--- config.mk ---
export PLATFORM = sky130hd
export DESIGN_NAME = insn_stream_encoder_flat
export DESIGN_NICKNAME = d
export VERILOG_FILES = /design/src/rtl/insn_stream_encoder_pkg.sv /design/src/rtl/insn_stream_encoder_if.sv /design/src/rtl/insn_stream_encoder_pack.sv /design/src/rtl/insn_stream_encoder.sv /design/src/flat_wrapper.sv
export SDC_FILE = /design/constraint.sdc
export NUM_CORES = 1
export LEC_CHECK = 0
export ABC_AREA = 1
export BUFFER_PORTS_ARGS = -buffer_cell sky130_fd_sc_hd__buf_4
export CAP_MARGIN = 40
export CELL_PAD_IN_SITES_DETAIL_PLACEMENT = 0
export CELL_PAD_IN_SITES_GLOBAL_PLACEMENT = 2
export CORE_ASPECT_RATIO = 0.75
export CORE_UTILIZATION = 28
export CTS_CLUSTER_SIZE = 10
export DETAILED_ROUTE_END_ITERATION = 10
export GPL_TIMING_DRIVEN = 0
export PLACE_DENSITY = 0.79
export RECOVER_POWER = 100
export SYNTH_ARGS = -nofsm -noshare
export SYNTH_HDL_FRONTEND = slang
export SYNTH_SLANG_ARGS = --single-unit
--- constraint.sdc ---
create_clock -name Clk -period 1.6 [get_ports Clk]
set_input_delay 0.16 -clock Clk [delete_from_list [all_inputs] [get_ports Clk]]
set_output_delay 0.16 -clock Clk [all_outputs]
set_load 0.02 [all_outputs]
--- src/rtl/insn_stream_encoder_pkg.sv ---
// Shared definitions for the instruction stream encoder: opcodes, request kinds,
// encoder states and the terminating HLT word.
package insn_stream_encoder_pkg;

    // Machine opcodes, bits [8:4] of every instruction word.
    typedef enum logic [4:0] {
        NOP      = 5'h00,
        ADD      = 5'h01,
        SUB      = 5'h02,
        LD       = 5'h03,
        ST       = 5'h04,
        SET_H    = 5'h10,
        SET_L    = 5'h11,
        LD_LUT_H = 5'h12,
        LD_LUT_L = 5'h13,
        HLT      = 5'h1F
    } opcode_t;

    // High-level request kinds accepted from the program loader.
    typedef enum logic [1:0] {
        K_PLAIN,
        K_IMM8,
        K_LUT8,
        K_HALT
    } enc_kind_t;

    localparam logic [8:0] HLT_WORD = 9'h1FF;

    typedef enum logic [2:0] {
        StIdle,
        StEmit1,
        StEmitHi,
        StEmitLo,
        StHalted
    } enc_state_t;

endpackage

--- src/rtl/insn_stream_encoder_if.sv ---
// Request handshake and instruction-memory write bus of the encoder.
// slave: the encoder; master: the program loader / memory-side observer.
interface insn_stream_encoder_if #(
    parameter int unsigned ADDR_W = 8
);
    import insn_stream_encoder_pkg::*;

    logic              Req_Valid;
    logic              Req_Ready;
    enc_kind_t         Req_Kind;
    logic [4:0]        Req_Op;
    logic [7:0]        Req_Data;
    logic              Imem_Wr_En;
    logic [ADDR_W-1:0] Imem_Addr;
    logic [8:0]        Imem_Wr_Data;

    modport slave (
        input  Req_Valid, Req_Kind, Req_Op, Req_Data,
        output Req_Ready, Imem_Wr_En, Imem_Addr, Imem_Wr_Data
    );

    modport master (
        output Req_Valid, Req_Kind, Req_Op, Req_Data,
        input  Req_Ready, Imem_Wr_En, Imem_Addr, Imem_Wr_Data
    );

endinterface

--- src/rtl/insn_stream_encoder_pack.sv ---
// insn_pack: pure combinational mapper from a request to one 9-bit machine word.
// half_i selects the low-nibble word of a two-word pseudo-op (ignored otherwise).
module insn_pack
    import insn_stream_encoder_pkg::*;
(
    input  enc_kind_t  kind_i,
    input  logic [4:0] op_i,
    input  logic [7:0] data_i,
    input  logic       half_i,
    output logic [8:0] word_o
);

    // Select opcode and nibble for the requested kind and half.
    always_comb begin
        word_o = '0;
        unique case (kind_i)
            K_PLAIN: word_o = {op_i, data_i[3:0]};
            K_IMM8:  word_o = half_i ? {SET_L, data_i[3:0]} : {SET_H, data_i[7:4]};
            K_LUT8:  word_o = half_i ? {LD_LUT_L, data_i[3:0]} : {LD_LUT_H, data_i[7:4]};
            K_HALT:  word_o = HLT_WORD;
        endcase
    end

endmodule

--- src/rtl/insn_stream_encoder.sv ---
// Instruction stream encoder: turns loader requests into machine words and writes
// them sequentially into instruction memory, always keeping one slot for HLT.
// Optional feature macro: ENCODER_CHECKSUM_EN (running XOR of written words).
module insn_stream_encoder
    import insn_stream_encoder_pkg::*;
#(
    parameter int unsigned ADDR_W = 8
) (
    input  logic                 Clk,
    input  logic                 Reset,
    input  logic                 Clear,
    insn_stream_encoder_if.slave bus,
    output logic [ADDR_W:0]      Word_Count,
    output logic                 Done,
    output logic                 Overflow,
    output logic [8:0]           Checksum
);

    localparam int unsigned     Depth   = 1 << ADDR_W;
    // Highest fill a non-HALT request may reach; the last slot belongs to HLT.
    localparam logic [ADDR_W+1:0] MaxFill = (ADDR_W+2)'(Depth - 1);

    enc_state_t        state_q;
    logic              wr_en_q;
    logic [ADDR_W-1:0] addr_q;
    logic [8:0]        data_q;
    logic [8:0]        lo_q;
    logic [ADDR_W:0]   count_q;
    logic              done_q;
    logic              ovf_q;
`ifdef ENCODER_CHECKSUM_EN
    logic [8:0]        csum_q;
`endif

    logic [8:0]        first_word;
    logic [8:0]        second_word;
    logic              two_word;
    logic [ADDR_W+1:0] fill_after;
    logic              fits;

    insn_pack u_pack_hi (
        .kind_i (bus.Req_Kind),
        .op_i   (bus.Req_Op),
        .data_i (bus.Req_Data),
        .half_i (1'b0),
        .word_o (first_word)
    );

    insn_pack u_pack_lo (
        .kind_i (bus.Req_Kind),
        .op_i   (bus.Req_Op),
        .data_i (bus.Req_Data),
        .half_i (1'b1),
        .word_o (second_word)
    );

    assign two_word   = (bus.Req_Kind == K_IMM8) || (bus.Req_Kind == K_LUT8);
    assign fill_after = {1'b0, count_q} + (two_word ? (ADDR_W+2)'(2) : (ADDR_W+2)'(1));
    assign fits       = (bus.Req_Kind == K_HALT) || (fill_after <= MaxFill);

    // Encoder FSM with registered memory outputs and status flags.
    always_ff @(posedge Clk or negedge Reset) begin
        if (!Reset) begin
            state_q <= StIdle;
            wr_en_q <= 1'b0;
            addr_q  <= '0;
            data_q  <= '0;
            lo_q    <= '0;
            count_q <= '0;
            done_q  <= 1'b0;
            ovf_q   <= 1'b0;
`ifdef ENCODER_CHECKSUM_EN
            csum_q  <= '0;
`endif
        end else if (Clear) begin
            state_q <= StIdle;
            wr_en_q <= 1'b0;
            addr_q  <= '0;
            data_q  <= '0;
            lo_q    <= '0;
            count_q <= '0;
            done_q  <= 1'b0;
            ovf_q   <= 1'b0;
`ifdef ENCODER_CHECKSUM_EN
            csum_q  <= '0;
`endif
        end else begin
            wr_en_q <= 1'b0;
            unique case (state_q)
                StIdle: begin
                    // Req_Ready is high throughout this state
                    if (bus.Req_Valid) begin
                        if (!fits) begin
                            ovf_q <= 1'b1;
                        end else begin
                            wr_en_q <= 1'b1;
                            addr_q  <= count_q[ADDR_W-1:0];
                            data_q  <= first_word;
                            lo_q    <= second_word;
                            count_q <= count_q + (ADDR_W+1)'(1);
`ifdef ENCODER_CHECKSUM_EN
                            csum_q  <= csum_q ^ first_word;
`endif
                            if (first_word == HLT_WORD) begin
                                done_q <= 1'b1;
                            end
                            state_q <= two_word ? StEmitHi : StEmit1;
                        end
                    end
                end
                StEmit1: state_q <= done_q ? StHalted : StIdle;
                StEmitHi: begin
                    wr_en_q <= 1'b1;
                    addr_q  <= count_q[ADDR_W-1:0];
                    data_q  <= lo_q;
                    count_q <= count_q + (ADDR_W+1)'(1);
`ifdef ENCODER_CHECKSUM_EN
                    csum_q  <= csum_q ^ lo_q;
`endif
                    state_q <= StEmitLo;
                end
                StEmitLo: state_q <= StIdle;
                StHalted: state_q <= StHalted;
                default:  state_q <= StIdle;
            endcase
        end
    end

    // Ready is held low while reset is asserted, not just in the idle state.
    assign bus.Req_Ready    = (state_q == StIdle) && Reset;
    assign bus.Imem_Wr_En   = wr_en_q;
    assign bus.Imem_Addr    = addr_q;
    assign bus.Imem_Wr_Data = data_q;
    assign Word_Count       = count_q;
    assign Done             = done_q;
    assign Overflow         = ovf_q;
`ifdef ENCODER_CHECKSUM_EN
    assign Checksum         = csum_q;
`else
    assign Checksum         = '0;
`endif

endmodule

--- src/flat_wrapper.sv ---
// flat-port wrapper written by rule: the top's interface ports become plain ports
module insn_stream_encoder_flat import insn_stream_encoder_pkg::*;
#(
    parameter int unsigned ADDR_W = 8
)
  (Clk, Reset, Clear, Word_Count, Done, Overflow, Checksum, bus_Req_Valid, bus_Req_Kind, bus_Req_Op, bus_Req_Data, bus_Req_Ready, bus_Imem_Wr_En, bus_Imem_Addr, bus_Imem_Wr_Data);
  insn_stream_encoder_if #(.ADDR_W(ADDR_W)) bus_i ();
  input  logic Clk;
  input  logic Reset;
  input  logic Clear;
  output logic [ADDR_W:0] Word_Count;
  output logic Done;
  output logic Overflow;
  output logic [8:0] Checksum;
  input wire logic [$bits(bus_i.Req_Valid)-1:0] bus_Req_Valid;
  input wire logic [$bits(bus_i.Req_Kind)-1:0] bus_Req_Kind;
  input wire logic [$bits(bus_i.Req_Op)-1:0] bus_Req_Op;
  input wire logic [$bits(bus_i.Req_Data)-1:0] bus_Req_Data;
  output wire logic [$bits(bus_i.Req_Ready)-1:0] bus_Req_Ready;
  output wire logic [$bits(bus_i.Imem_Wr_En)-1:0] bus_Imem_Wr_En;
  output wire logic [$bits(bus_i.Imem_Addr)-1:0] bus_Imem_Addr;
  output wire logic [$bits(bus_i.Imem_Wr_Data)-1:0] bus_Imem_Wr_Data;
  assign bus_i.Req_Valid = bus_Req_Valid;
  assign bus_i.Req_Kind = bus_Req_Kind;
  assign bus_i.Req_Op = bus_Req_Op;
  assign bus_i.Req_Data = bus_Req_Data;
  assign bus_Req_Ready = bus_i.Req_Ready;
  assign bus_Imem_Wr_En = bus_i.Imem_Wr_En;
  assign bus_Imem_Addr = bus_i.Imem_Addr;
  assign bus_Imem_Wr_Data = bus_i.Imem_Wr_Data;
  insn_stream_encoder #(.ADDR_W(ADDR_W)) u_core (.Clk(Clk), .Reset(Reset), .Clear(Clear), .bus(bus_i), .Word_Count(Word_Count), .Done(Done), .Overflow(Overflow), .Checksum(Checksum));
endmodule
==> load_flow_metrics.sql <==
INSERT INTO impl_metrics (metric_group, metric, value, unit) VALUES
('drt', 'num_vias', '2422', ''),
('global_routing', 'gr-usage-all-layers', '15.0', '%'),
('pwr', 'power_per_cell_area', '908', 'nW/um^2'),
('synth', 'yosys_warnings', '0', ''),
('synth', 'netlist_instances', '346', ''),
('floorplanning', 'io_pins', '58', ''),
('setup_path', 'critPathMaxStageDelay', '430', 'ps'),
('sta', 'grt_setup_unrepaired', 'yes', ''),
('layout', 'final_area', '3560', 'sq um'),
('hold_path', 'worst_hold_path_type', 'primary input to async pin', ''),
('layout', 'fin_util', '38.9', '%'),
('placement', 'gp_weighted_congestion', '0.800', ''),
('synth', 'synth_edf_count', '0', ''),
('synth', 'ys_dominant_reg_cell', 'sky130_fd_sc_hd__dfrtp_1', ''),
('placement', 'place.port_buffers', '47', ''),
('synth', 'post-synth-top-area-fraction', '38.5', '%'),
('floorplanning', 'area_of_the_core_region', '9160', 'sq um'),
('sta', 'layout_setup_ws', '-137', 'ps'),
('drt', 'postRouteWirelength', '7540', 'microns'),
('drt', 'post_drt_via_cell_ratio', '4.40', ''),
('status', 'status', 'finished with violations', ''),
('global_routing', 'gr-total-overflow', '0', ''),
('floorplanning', 'die-area', '9910', 'sq um'),
('setup_path', 'critical_path.endpoint_type', 'flop', ''),
('global_routing', 'grt_first_pass_wirelength', '11400', 'microns'),
('clocking', 'numCtsBuffers', '5', ''),
('synth', 'ys_async_sr_fraction', '100', '%'),
('setup_path', 'worstPathArrival', '1910', 'ps'),
('global_routing', 'vias_in_the_first_global_route', '2281', ''),
('sta', 'finalHoldViolations', '0', ''),
('setup_path', 'critical_path.slowest_cell', 'sky130_fd_sc_hd__dfrtp_2', ''),
('global_routing', 'grt_max_degree', '43', ''),
('layout', 'area_growth_syn_to_layout', '33.7', '%'),
('setup_path', 'ff2ff_setup_slack', '-140', 'ps'),
('layout', 'n_diodes', '0', ''),
('placement', 'dp_hpwl', '5150', 'microns'),
('status', 'failing_checks', 'negative setup slack', ''),
('floorplanning', 'die_y', '86.5', 'microns'),
('synth', 'synth_area_leaders', 'sky130_fd_sc_hd__dfrtp_1 (39%), sky130_fd_sc_hd__nand2_1 (14%), sky130_fd_sc_hd__nand3_2 (7.9%)', ''),
('synth', 'synthDistinctLibCells', '32', ''),
('flow_run', 'max_cap_violations', '0', ''),
('setup_path', 'criticalPathCategory', 'flop to flop', ''),
('drt', 'drt_pass1_iterations', '4', ''),
('drt', 'wl_per_cell', '13.7', 'microns'),
('setup_path', 'worst_endpoint_required_time', '1770', 'ps'),
('sta', 'final-max-slew-violation-count', '0', ''),
('clocking', 'worstSkewPairLatency', '290', 'ps'),
('synth', 'post_synth_instance_area', '2660', 'sq um'),
('setup_path', 'start_kind', 'flop', ''),
('synth', 'sequential_cell_area_fraction_in_the_yosys_report', '38.5', '%'),
('sta', 'setup_viol', '36', ''),
('setup_path', 'path_cells', 'xor2_1 > ha_2 > nand2_1 > nand2_1 > nand2_2 > nand2_4 > nand2_4 > nand2_8 > nand2_8 > buf_12 > nand3_2 > nand2_1', ''),
('synth', 'yosys_register_bits', '41', ''),
('sta', 'worstMarginPinSlew', '1100', 'ps'),
('clocking', 'cts_sinks', '41', ''),
('sta', 'fin_crit', '1740', 'ps'),
('layout', 'design.final.nets', '446', ''),
('clocking', 'clock-root-buffer', 'sky130_fd_sc_hd__clkbuf_16', ''),
('sta', 'finalClockSkew', '8.65', 'ps'),
('sta', 'post-route-period-util', '109', '%'),
('sta', 'finalHoldWorstSlack', '64.3', 'ps'),
('floorplanning', 'initial_core_util', '29.1', '%'),
('pwr', 'max-vdd-ir-drop', '0.401', 'mV'),
('sta', 'worst_slew_margin_rel', '26.8', '%'),
('clocking', 'tritoncts', 'done', ''),
('synth', 'post-synth-top-area-cell', 'sky130_fd_sc_hd__dfrtp_1', ''),
('sta', 'fmaxAchievable', '576', 'MHz'),
('pwr', 'post_layout_total_power', '3.23', 'mW'),
('clocking', 'cts.clk_slew.worst_paths', '60', 'ps'),
('setup_path', 'timing.critical_path.fanout_max', '10', ''),
('layout', 'final_layout_size_suffix_gt1_share', '28.9', '%');
-- final timing paths --
| kind | start | endpoint | depth (start not counted) |
|---|---|---|---|
| max | u_core.Word_Count[1] | u_core.bus.Imem_Addr[1] | 12 |
| min | Reset | u_core.bus.Imem_Addr[0] | 1 |
| max reg2reg | u_core.Word_Count[1] | u_core.bus.Imem_Addr[1] | 12 |
| min reg2reg | u_core.bus.Imem_Addr[7] | u_core.bus.Imem_Addr[7] | 2 |
| max in group asynchronous | Reset | u_core.Word_Count[0] | 1 |
| min in group Clk | Clear | u_core.state_q[2] | 2 |
-- critical path: cells and delay by family (launching register included) --
family | cells | cell delay, ps
xor gates and xnor gates | 1 | 150
adders and majority gates | 1 | 210
buffers and inverters | 1 | 170
DFF | 1 | 430
and+or+nand+nor | 9 | 670
-- layout make-up --
cell class	instances	area, sq um
clock inverter	3	21.3
multi-input combinational	253	1490
sequential	41	1030
timing repair buffer	57	407
tap	128	160
inverter	43	161
clock buffer	5	125
fill	998	5600
buffer	20	170
-- report_power, final --
group	switching (mW)	internal, mW
Combinational	0.629	0.372
Sequential	0.0708	1.14
Clock	0.439	0.581
-- registers in the layout, summed over array words and instances (netlist names) --
| signal | cells |
|---|---|
| u_core.state_q | 3 |
| u_core.bus.Imem_Wr_En | 1 |
| u_core.Overflow | 1 |
| u_core.Done | 1 |
| u_core.lo_q | 9 |
| u_core.bus.Imem_Addr | 8 |
| u_core.Word_Count | 9 |
| u_core.bus.Imem_Wr_Data | 9 |
-- cells in the final DEF, fill, tap and decap left out, drive strengths merged, types with 9 or more instances in the layout --
cell and n:
nand3 45, buf 47, nor2 40, o21ai 16
dfrtp 41, nand2 109, conb 9, a21oi 10
clkbuf 35, inv 44
-- stage by stage --
step	setup TNS, ps	std cells
2_1_floorplan	-1030	354
3_3_place_gp	-8510	529
6_report	-3660	550
3_5_place_dp	-9270	529
5_1_grt	-7230	550
4_1_cts	-2330	539
-- kinds of logic after synthesis --
group	Yosys count	share of synthesized area, %
AND/OR/NAND/NOR	196	37.0
AO/OA/AOI/OAI	32	6.91
other	1	0.141
adder cells (fa/ha/maj)	6	2.82
buffers and inverters	63	12.3
XOR/XNOR	7	2.30
flip-flops	41	38.5
-- repair_timing --
action,in CTS,in global routing
gates resized for setup,1,26
pin swaps,0,3
setup buffers,2,5
endpoints found under the setup margin,36,36
hold endpoints to repair,41,41
gates cloned,0,6
-- layer usage --
| layer | vias up | global-route usage, % | part of all wire, % |
|---|---|---|---|
| met5 | - | 0 | 0 |
| met2 | 56 | 21.5 | 40 |
| met3 | 8 | 3.15 | 5.6 |
| met1 | 1131 | 22.2 | 53 |
| li1 | 1227 | - | - |
| met4 | 0 | 4.72 | 1.1 |
(Power assumes the default switching activity.)
